File: config.mk
export PLATFORM = sky130hd
export DESIGN_NAME = traffic_light_fsm
export DESIGN_NICKNAME = d
export VERILOG_FILES = /design/src/rtl/traffic_pkg.sv /design/src/rtl/request_latch.sv /design/src/rtl/traffic_light_fsm.sv
export SDC_FILE = /design/constraint.sdc
export NUM_CORES = 1
export LEC_CHECK = 0
export CORE_UTILIZATION = 45
export DETAILED_ROUTE_END_ITERATION = 6
export GPL_ROUTABILITY_DRIVEN = 1
export GPL_TIMING_DRIVEN = 0
export PLACE_DENSITY = 0.84
export SLEW_MARGIN = 20
export SYNTH_ARGS = -nofsm -noshare
export SYNTH_HDL_FRONTEND = slang
export SYNTH_HIERARCHICAL = 1
export SYNTH_SLANG_ARGS = --single-unit
export TNS_END_PERCENT = 50
File: constraint.sdc
create_clock -name clock -period 3.64 [get_ports clock]
set_clock_uncertainty 0.15 [all_clocks]
set_input_delay 0.364 -clock clock [delete_from_list [all_inputs] [get_ports clock]]
set_output_delay 0.364 -clock clock [all_outputs]
set_load 0.1 [all_outputs]
File: src/rtl/traffic_pkg.sv
// Shared types and constants for the traffic light controller:
// state encodings, per-state durations and lamp patterns.
package traffic_pkg;

  typedef enum logic [3:0] {
    INIT        = 4'd0,
    MAIN_G      = 4'd1,
    MAIN_Y      = 4'd2,
    RED_TO_SIDE = 4'd3,
    SIDE_G      = 4'd4,
    SIDE_Y      = 4'd5,
    WALK        = 4'd6,
    WALK_BLINK  = 4'd7,
    RED_TO_MAIN = 4'd8
  } state_t;

  localparam logic [3:0] DUR_MAIN_G      = 4'd8;
  localparam logic [3:0] DUR_MAIN_Y      = 4'd2;
  localparam logic [3:0] DUR_RED_TO_SIDE = 4'd1;
  localparam logic [3:0] DUR_SIDE_G      = 4'd5;
  localparam logic [3:0] DUR_SIDE_Y      = 4'd2;
  localparam logic [3:0] DUR_WALK        = 4'd4;
  localparam logic [3:0] DUR_WALK_BLINK  = 4'd3;
  localparam logic [3:0] DUR_RED_TO_MAIN = 4'd1;

  localparam logic [2:0] RED = 3'b100;
  localparam logic [2:0] YEL = 3'b010;
  localparam logic [2:0] GRN = 3'b001;

  function automatic logic [3:0] dur(input state_t s);
    logic [3:0] d;
    d = 4'd0;
    unique case (s)
      MAIN_G:      d = DUR_MAIN_G;
      MAIN_Y:      d = DUR_MAIN_Y;
      RED_TO_SIDE: d = DUR_RED_TO_SIDE;
      SIDE_G:      d = DUR_SIDE_G;
      SIDE_Y:      d = DUR_SIDE_Y;
      WALK:        d = DUR_WALK;
      WALK_BLINK:  d = DUR_WALK_BLINK;
      RED_TO_MAIN: d = DUR_RED_TO_MAIN;
      default:     d = 4'd0;
    endcase
    return d;
  endfunction

endpackage

File: src/rtl/request_latch.sv
// Sticky request flag: set by a level input, cleared by a pulse.
// Clear beats set when both arrive together.
module request_latch (
  input  logic clock,
  input  logic reset,
  input  logic set,
  input  logic clear,
  output logic pend
);

  always_ff @(posedge clock) begin
    if (reset)      pend <= 1'b0;
    else if (clear) pend <= 1'b0;
    else if (set)   pend <= 1'b1;
  end

endmodule

File: src/rtl/traffic_light_fsm.sv
// Main/side street controller with pedestrian phase; drives an
// external countdown timer via start_timer/value.
module traffic_light_fsm
  import traffic_pkg::*;
(
  input  logic       clock,
  input  logic       reset,
  input  logic       side_sensor,
  input  logic       walk_btn,
  input  logic       expired,
  input  logic       two_hz_enable,
  output logic       start_timer,
  output logic [3:0] value,
  output logic [2:0] main_lights,
  output logic [2:0] side_lights,
  output logic       walk_lamp,
  output logic [3:0] state_code
);

  state_t     state;
  state_t     state_n;
  logic       fire;
  logic       car_pend;
  logic       walk_pend;
  logic       car_clr;
  logic       walk_clr;
  logic [3:0] value_n;
  logic [2:0] main_n;
  logic [2:0] side_n;
  logic       lamp_n;

  request_latch u_car (
    .clock (clock),
    .reset (reset),
    .set   (side_sensor),
    .clear (car_clr),
    .pend  (car_pend)
  );

  request_latch u_walk (
    .clock (clock),
    .reset (reset),
    .set   (walk_btn),
    .clear (walk_clr),
    .pend  (walk_pend)
  );

  // expired is stale while the timer is being reloaded
  assign fire = (state == INIT) || (expired && !start_timer);

  always_comb begin
    state_n = state;
    if (fire) begin
      unique case (state)
        INIT:        state_n = MAIN_G;
        MAIN_G:      state_n = (car_pend || walk_pend) ? MAIN_Y : MAIN_G;
        MAIN_Y:      state_n = RED_TO_SIDE;
        RED_TO_SIDE: state_n = walk_pend ? WALK : SIDE_G;
        SIDE_G:      state_n = SIDE_Y;
        SIDE_Y:      state_n = RED_TO_MAIN;
        WALK:        state_n = WALK_BLINK;
        WALK_BLINK:  state_n = car_pend ? SIDE_G : RED_TO_MAIN;
        RED_TO_MAIN: state_n = MAIN_G;
        default:     state_n = INIT;
      endcase
    end

    value_n = fire ? dur(state_n) : 4'd0;
    main_n  = RED;
    side_n  = RED;
    lamp_n  = 1'b0;
    unique case (state_n)
      MAIN_G:     main_n = GRN;
      MAIN_Y:     main_n = YEL;
      SIDE_G:     side_n = GRN;
      SIDE_Y:     side_n = YEL;
      WALK:       lamp_n = 1'b1;
      WALK_BLINK: lamp_n = fire ? 1'b1 : (walk_lamp ^ two_hz_enable);
      default:    lamp_n = 1'b0;
    endcase
  end

  assign car_clr  = fire && (state_n == SIDE_G);
  assign walk_clr = fire && (state_n == WALK);

  always_ff @(posedge clock) begin
    if (reset) begin
      state       <= INIT;
      start_timer <= 1'b0;
      value       <= 4'd0;
      main_lights <= RED;
      side_lights <= RED;
      walk_lamp   <= 1'b0;
    end else begin
      state       <= state_n;
      start_timer <= fire;
      value       <= value_n;
      main_lights <= main_n;
      side_lights <= side_n;
      walk_lamp   <= lamp_n;
    end
  end

  assign state_code = state;

endmodule
==> impl_metrics.csv, run 1 <==
group,metric,value,unit
run_status,status,"complete, no violations",
detailed_routing,vias,765,
floorplanning,die_h,46.0,um
grt,track_usage,20.7,%
cells_and_area,layout.nets,129,
setup_path,endpoint_kind,"output pin",
clock_network,cts_root_buf,"clkbuf_4",
timing,finalSetupViolCount,0,
floorplanning,die_w,46.0,um
setup_path,cp_top_family,"buffers and inverters",
clock_network,post-cts-setup-buffers,0,
cells_and_area,layout-drive-gt1-share,12.7,%
power,p_sw_share,39.9,%
power,pwr-share-clk,21.6,%
floorplanning,initial_core_util,49.3,%
setup_path,max_stage_delay,1200,ps
setup_path,cp.required,3130,ps
timing,rsz0062_at_grt,"no",
power,ir_drop,0.338,mV
setup_path,cp_cell_sequence,"clkdlybuf4s50_1",
floorplanning,io_pins,22,
grt,grt_max_degree,11,
detailed_routing,ant_nets,0,
floorplanning,dieArea,0.00211,mm^2
setup_path,crit_path_start,"state_code[2]$_SDFF_PP0_",
timing,max-slew-margin-rel,34.9,%
placement,dpl.hpwl,1430,um
synthesis,avgSynthCellArea,9.35,um^2
power,seq_power_share,39.6,%
detailed_routing,drt_wl_total,1950,um
grt,grt.overflow.total,0,
detailed_routing,drtPass1Iterations,4,
synthesis,syn_inst,93,
min_path,hp-start,"u_walk/pend$_SDFFE_PP0P_",
timing,min_period,2520,ps
placement,gp_congestion,0.841,
cells_and_area,n_fill_cell,156,
cells_and_area,n_antenna_cell,0,
setup_path,crit_slowest_cell,"clkdlybuf4s50_1",
floorplanning,rows,15,
synthesis,synth-async-reset-ratio,0,%
setup_path,critPathMaxFanout,10,
timing,hold_viol_final,0,
power,p_leak,0.469,nW
floorplanning,core,0.00176,mm^2
clock_network,postCtsHoldBufs,0,
synthesis,synth.most_common_cell,"dfxtp_1",
setup_path,cp-start-kind,"register",
clock_network,ctsHtreeMaxLevel,1,
synthesis,ys_seq_elements,18,
synthesis,synth_area_leaders,"dfxtp_1, ha_1, nor2_1",
power,p_total,0.559,mW
clock_network,clkTransAtPathRegs,90,ps
timing,achievable-frequency,397,MHz
synthesis,synth_area_leader_cell,"dfxtp_1",
clock_network,cts_tree,"built",
clock_network,clk_latency,290,ps
synthesis,yosysWarnings,6,
placement,io_buffers,21,
min_path,hold_path_class,"reg -> reg",
timing,slew_violations,0,
setup_path,worstReg2RegStart,"state_code[2]$_SDFF_PP0_",
detailed_routing,drt_first_iter_violations,27,
clock_network,clockBufferDepth,2,
clock_network,cts_inserted_buffers,3,
power,p_comb_share,38.8,%
synthesis,yosys.area.top_type_share,41.4,%
timing,tightest_slew,973,ps
setup_path,arrival,2010,ps
power,p_int,0.336,mW
detailed_routing,viasPerCell,5.35,
job,maxCapViolCount,0,
clock_network,cts_sinks,18,
synthesis,synth_edf_count,0,
synthesis,syn-num-nets,103,
synthesis,ys_types,34,
synthesis,yosysSeqAreaShare,41.4,%
timing,fin_tns_setup,0,ps
setup_path,path_class,"reg -> out",
synthesis,ys.flop_type,"dfxtp_1",
grt,antenna_found_initial,0,
grt,grt_pass1_vias,699,
detailed_routing,wl_per_cell,13.7,um
clock_network,cts-resized-gates,0,
power,powerDensity,487,mW/mm^2
synthesis,synth_common_cells,"dfxtp_1, nor2_1, a21oi_1",
grt,grt_pass1_wl,3060,um
setup_path,critPathBufInv,1,
power,p_sw,0.223,mW
synthesis,synth_area,870,um^2
timing,fin_crit_sh,69.2,%
detailed_routing,drc,0,
cells_and_area,areaGrowthSynthToFinish,31.9,%
-- path summary, 6_finish.rpt --
path | endpoint | slack [ps] | cells after the start
min reg2reg | u_walk/pend$_SDFFE_PP0P_ | 410 | 2
max | state_code[2] | 1120 | 1
max reg2reg | value[0]$_SDFF_PP0_ | 1180 | 9
min | u_walk/pend$_SDFFE_PP0P_ | 410 | 2
-- flip-flops by register name, indices dropped and copies added (netlist names) --
| register | flops |
|---|---|
| start_timer | 1 |
| u_walk/pend | 1 |
| u_car/pend | 1 |
| state_code | 4 |
| value | 4 |
| walk_lamp | 1 |
| side_lights | 3 |
| main_lights | 3 |
-- cells by family after synthesis --
group / count (synthesis) / share of synthesized area (%)
compound gates: 17 / 13.7
xor+xnor: 1 / 1.01
fa+ha+maj: 5 / 6.91
buf+inv: 9 / 4.89
flops: 18 / 41.4
mux: 4 / 4.75
simple gates: 39 / 27.3
-- per-layer routing --
metal / routed length, um / vias to the layer above / share of wire, % / track usage [%]
li1: - / 376 / - / -
met1: 889 / 363 / 46 / 23.7
met2: 946 / 22 / 48 / 36.1
met3: 95 / 4 / 4.9 / 5.95
met4: 22 / 0 / 1.1 / 7.65
met5: 0 / - / 0 / 0
-- final cells by class --
type                       count  area, um^2  share of cell area [%]
buffer                         4        23.8                    2.07
clock buffer                   4        36.3                    3.16
inverter                       5        18.8                    1.64
multi-input combinational     66         467                    40.7
sequential                    18         360                    31.4
tap                           25        31.3                    2.73
timing repair buffer          21         210                    18.3
-- power groups by stage --
stage	combinational, mW	clock, mW	sequential [mW]
final	0.217	0.121	0.221
after global routing	0.229	0.135	0.223
after CTS	0.216	0.123	0.221
after detailed placement	0.216	0	0.226
after global placement	0.212	0	0.225
after floorplan	0.0720	0	0.320
-- stage by stage --
stage,worst slack [ps],cells,area (um^2),util [%],hold slack [ps]
floorplan,846,93,870,-,285
global placement,919,139,1110,63.0,370
detailed placement,866,139,1110,63.0,399
CTS,1120,143,1150,65.0,422
global route,1040,143,1150,65.0,435
finish,1120,143,1150,65.0,408
-- placed cells by master, fill, tap and decap left out, drive strengths merged --
cell           synthesis  final
a32oi                  1      1
and4bb                 1      1
nor2b                  5      5
a21boi                 1      1
clkbuf                 2      6
and3b                  1      1
a222oi                 1      1
buf                    2      2
and2                   1      1
mux2i                  3      3
nor3                   4      4
inv                    5      5
o21ai                  3      3
and4                   1      1
o211ai                 1      1
a21oi                  7      7
or2                    1      1
or3                    2      2
xnor2                  1      1
ha                     4      4
nor4                   2      2
nor2                  13     13
nand2b                 2      2
maj3                   1      1
mux2                   1      1
dfxtp                 18     18
a21o                   1      1
nor4b                  2      2
nand2                  4      4
o21a                   1      1
a2111oi                1      1
clkdlybuf4s50          0     21
No activity file was read; power rests on OpenSTA's default activity.
==> run 2, diff against run 1 <==
- CORE_UTILIZATION: 45 -> 42
- PLACE_DENSITY: 0.84 -> 0.83
- clock period: 3.64 -> 2.15 ns (I/O delays scaled with it)
==> run 2 against run 1 <==
Against the previous run: cell area rose by 15%; the run now ends with negative setup slack left; clock power increased by 80%; non-clock buffer count rose by 11; first-iteration DRC count grew 41%; worst setup slack got worse by 1200 ps; core utilization is 2.4 points higher; die area is 6.8% higher; highest routed layer unchanged; power up 82%.
==> impl_metrics.csv, run 2 (synthesized netlist as in run 1, its figures left out) <==
group,metric,value,unit
setup_path,rrSetupSlack,-70,ps
setup_path,critPathMaxFanout,4,
floorplanning,rows,16,
timing,setup_slack,-68.9,ps
timing,finalSetupViolCount,1,
detailed_routing,drc,0,
setup_path,endpoint_kind,"register",
cells_and_area,layout_common_cells,"nor2_1, dfxtp_1, dlymetal6s2s_1, buf_4, a21oi_1",
cells_and_area,n_antenna_cell,0,
timing,whs,344,ps
grt,grt_pass1_vias,796,
setup_path,cp-start-kind,"register",
cells_and_area,areaGrowthSynthToFinish,52.1,%
clock_network,cts_root_buf,"clkbuf_4",
run_status,status,"finished with violations",
detailed_routing,drtPass1Iterations,4,
floorplanning,die_h,47.5,um
min_path,hold_path_class,"in -> reg",
grt,grt_pass1_wl,3310,um
timing,fin_crit_sh,103,%
run_status,failed_checks,"negative setup slack",
placement,dpl.hpwl,1480,um
clock_network,clkTransAtPathRegs,110,ps
cells_and_area,stdcell_count,156,
power,p_leak,0.705,nW
grt,grt_max_degree,11,
placement,io_buffers,21,
floorplanning,io_pins,22,
detailed_routing,drt_first_iter_violations,38,
setup_path,cp.required,2190,ps
clock_network,clk_latency,310,ps
cells_and_area,n_fill_cell,157,
power,ir_drop,0.409,mV
clock_network,clockBufferDepth,2,
floorplanning,initial_core_util,44.3,%
setup_path,path_class,"reg -> reg",
grt,track_usage,22.0,%
detailed_routing,viasPerCell,5.49,
timing,min_period,2220,ps
clock_network,cts_inserted_buffers,3,
clock_network,ctsHtreeMaxLevel,1,
clock_network,cts_tree,"built",
timing,hold_viol_final,0,
grt,antenna_found_initial,0,
cells_and_area,seq_area,379,um^2
min_path,holdPathStages,3,
cells_and_area,layout-drive-gt1-share,31.0,%
timing,achievable-frequency,451,MHz
floorplanning,die_w,47.5,um
timing,rsz0062_at_grt,"yes",
placement,gp_congestion,0.745,
timing,slew_violations,0,
grt,grt.overflow.total,0,
floorplanning,dieArea,0.00226,mm^2
cells_and_area,layout.nets,140,
placement,dp.cells,141,
detailed_routing,drt_wl_total,2410,um
setup_path,r2r.worst_path.cells,8,
detailed_routing,vias,856,
timing,tightest_slew,984,ps
clock_network,cts_sinks,18,
timing,max-slew-margin-rel,34.3,%
detailed_routing,wl_per_cell,15.5,um
clock_network,postCtsHoldBufs,0,
power,powerDensity,767,mW/mm^2
detailed_routing,ant_nets,0,
cells_and_area,multi_input_area,510,um^2
placement,preCtsSetupSlack,-479,ps
setup_path,arrival,2260,ps
job,maxCapViolCount,0,
floorplanning,core,0.00196,mm^2
power,p_total,1.01,mW
run 2: final cells by class:
class	count	share of cell area, %
multi-input combinational	66	38.6
sequential	18	28.7
timing repair buffer	32	23.7
clock buffer	4	2.74
tap	27	2.55
buffer	4	2.27
inverter	5	1.42
run 2: report_power, final:
part           total, mW  switching (mW)  leakage, nW  internal [mW]
registers          0.369          0.0118        0.151          0.357
logic              0.427           0.287        0.533          0.140
clock network      0.218           0.115       0.0210          0.104
run 2: path summary, 6_finish.rpt:
check	startpoint	end
worst max-delay path	state_code[3]$_SDFF_PP0_	value[0]$_SDFF_PP0_
worst min-delay path	walk_btn	u_walk/pend$_SDFFE_PP0P_
worst max register to register	state_code[3]$_SDFF_PP0_	value[0]$_SDFF_PP0_
worst min register to register	u_walk/pend$_SDFFE_PP0P_	u_walk/pend$_SDFFE_PP0P_
run 2: stage by stage:
| step | setup TNS (ps) | area (um^2) | util, % |
|---|---|---|---|
| global route | -153 | 1320 | 67.4 |
| detailed placement | -2720 | 1140 | 58.1 |
| CTS | -85.7 | 1250 | 63.9 |
| finish | -68.9 | 1320 | 67.4 |
| floorplan | -265 | 896 | - |
| global placement | -1980 | 1140 | 58.1 |
run 2: timing repair:
action / CTS / global route
pin swaps: 4 / 2
buffers inserted: 9 / 2
setup endpoints to repair: 11 / 16
resized for setup: 10 / 18
run 2: critical path: stages (launching register included):
cell and delay (ps):
dfxtp_4 370, or3_4 390, or3_1 320, o211ai_2 110
inv_2 100, ha_4 170, mux2_2 260, mux2i_1 170
nor3_2 50
run 2: layer usage:
layer	vias to the layer above	global-route usage (%)	part of all wire [%]
met3	12	2.64	7.3
met4	0	17.7	4.4
met1	401	23.7	38
met5	-	0	0
met2	46	38.6	51
li1	397	-	-
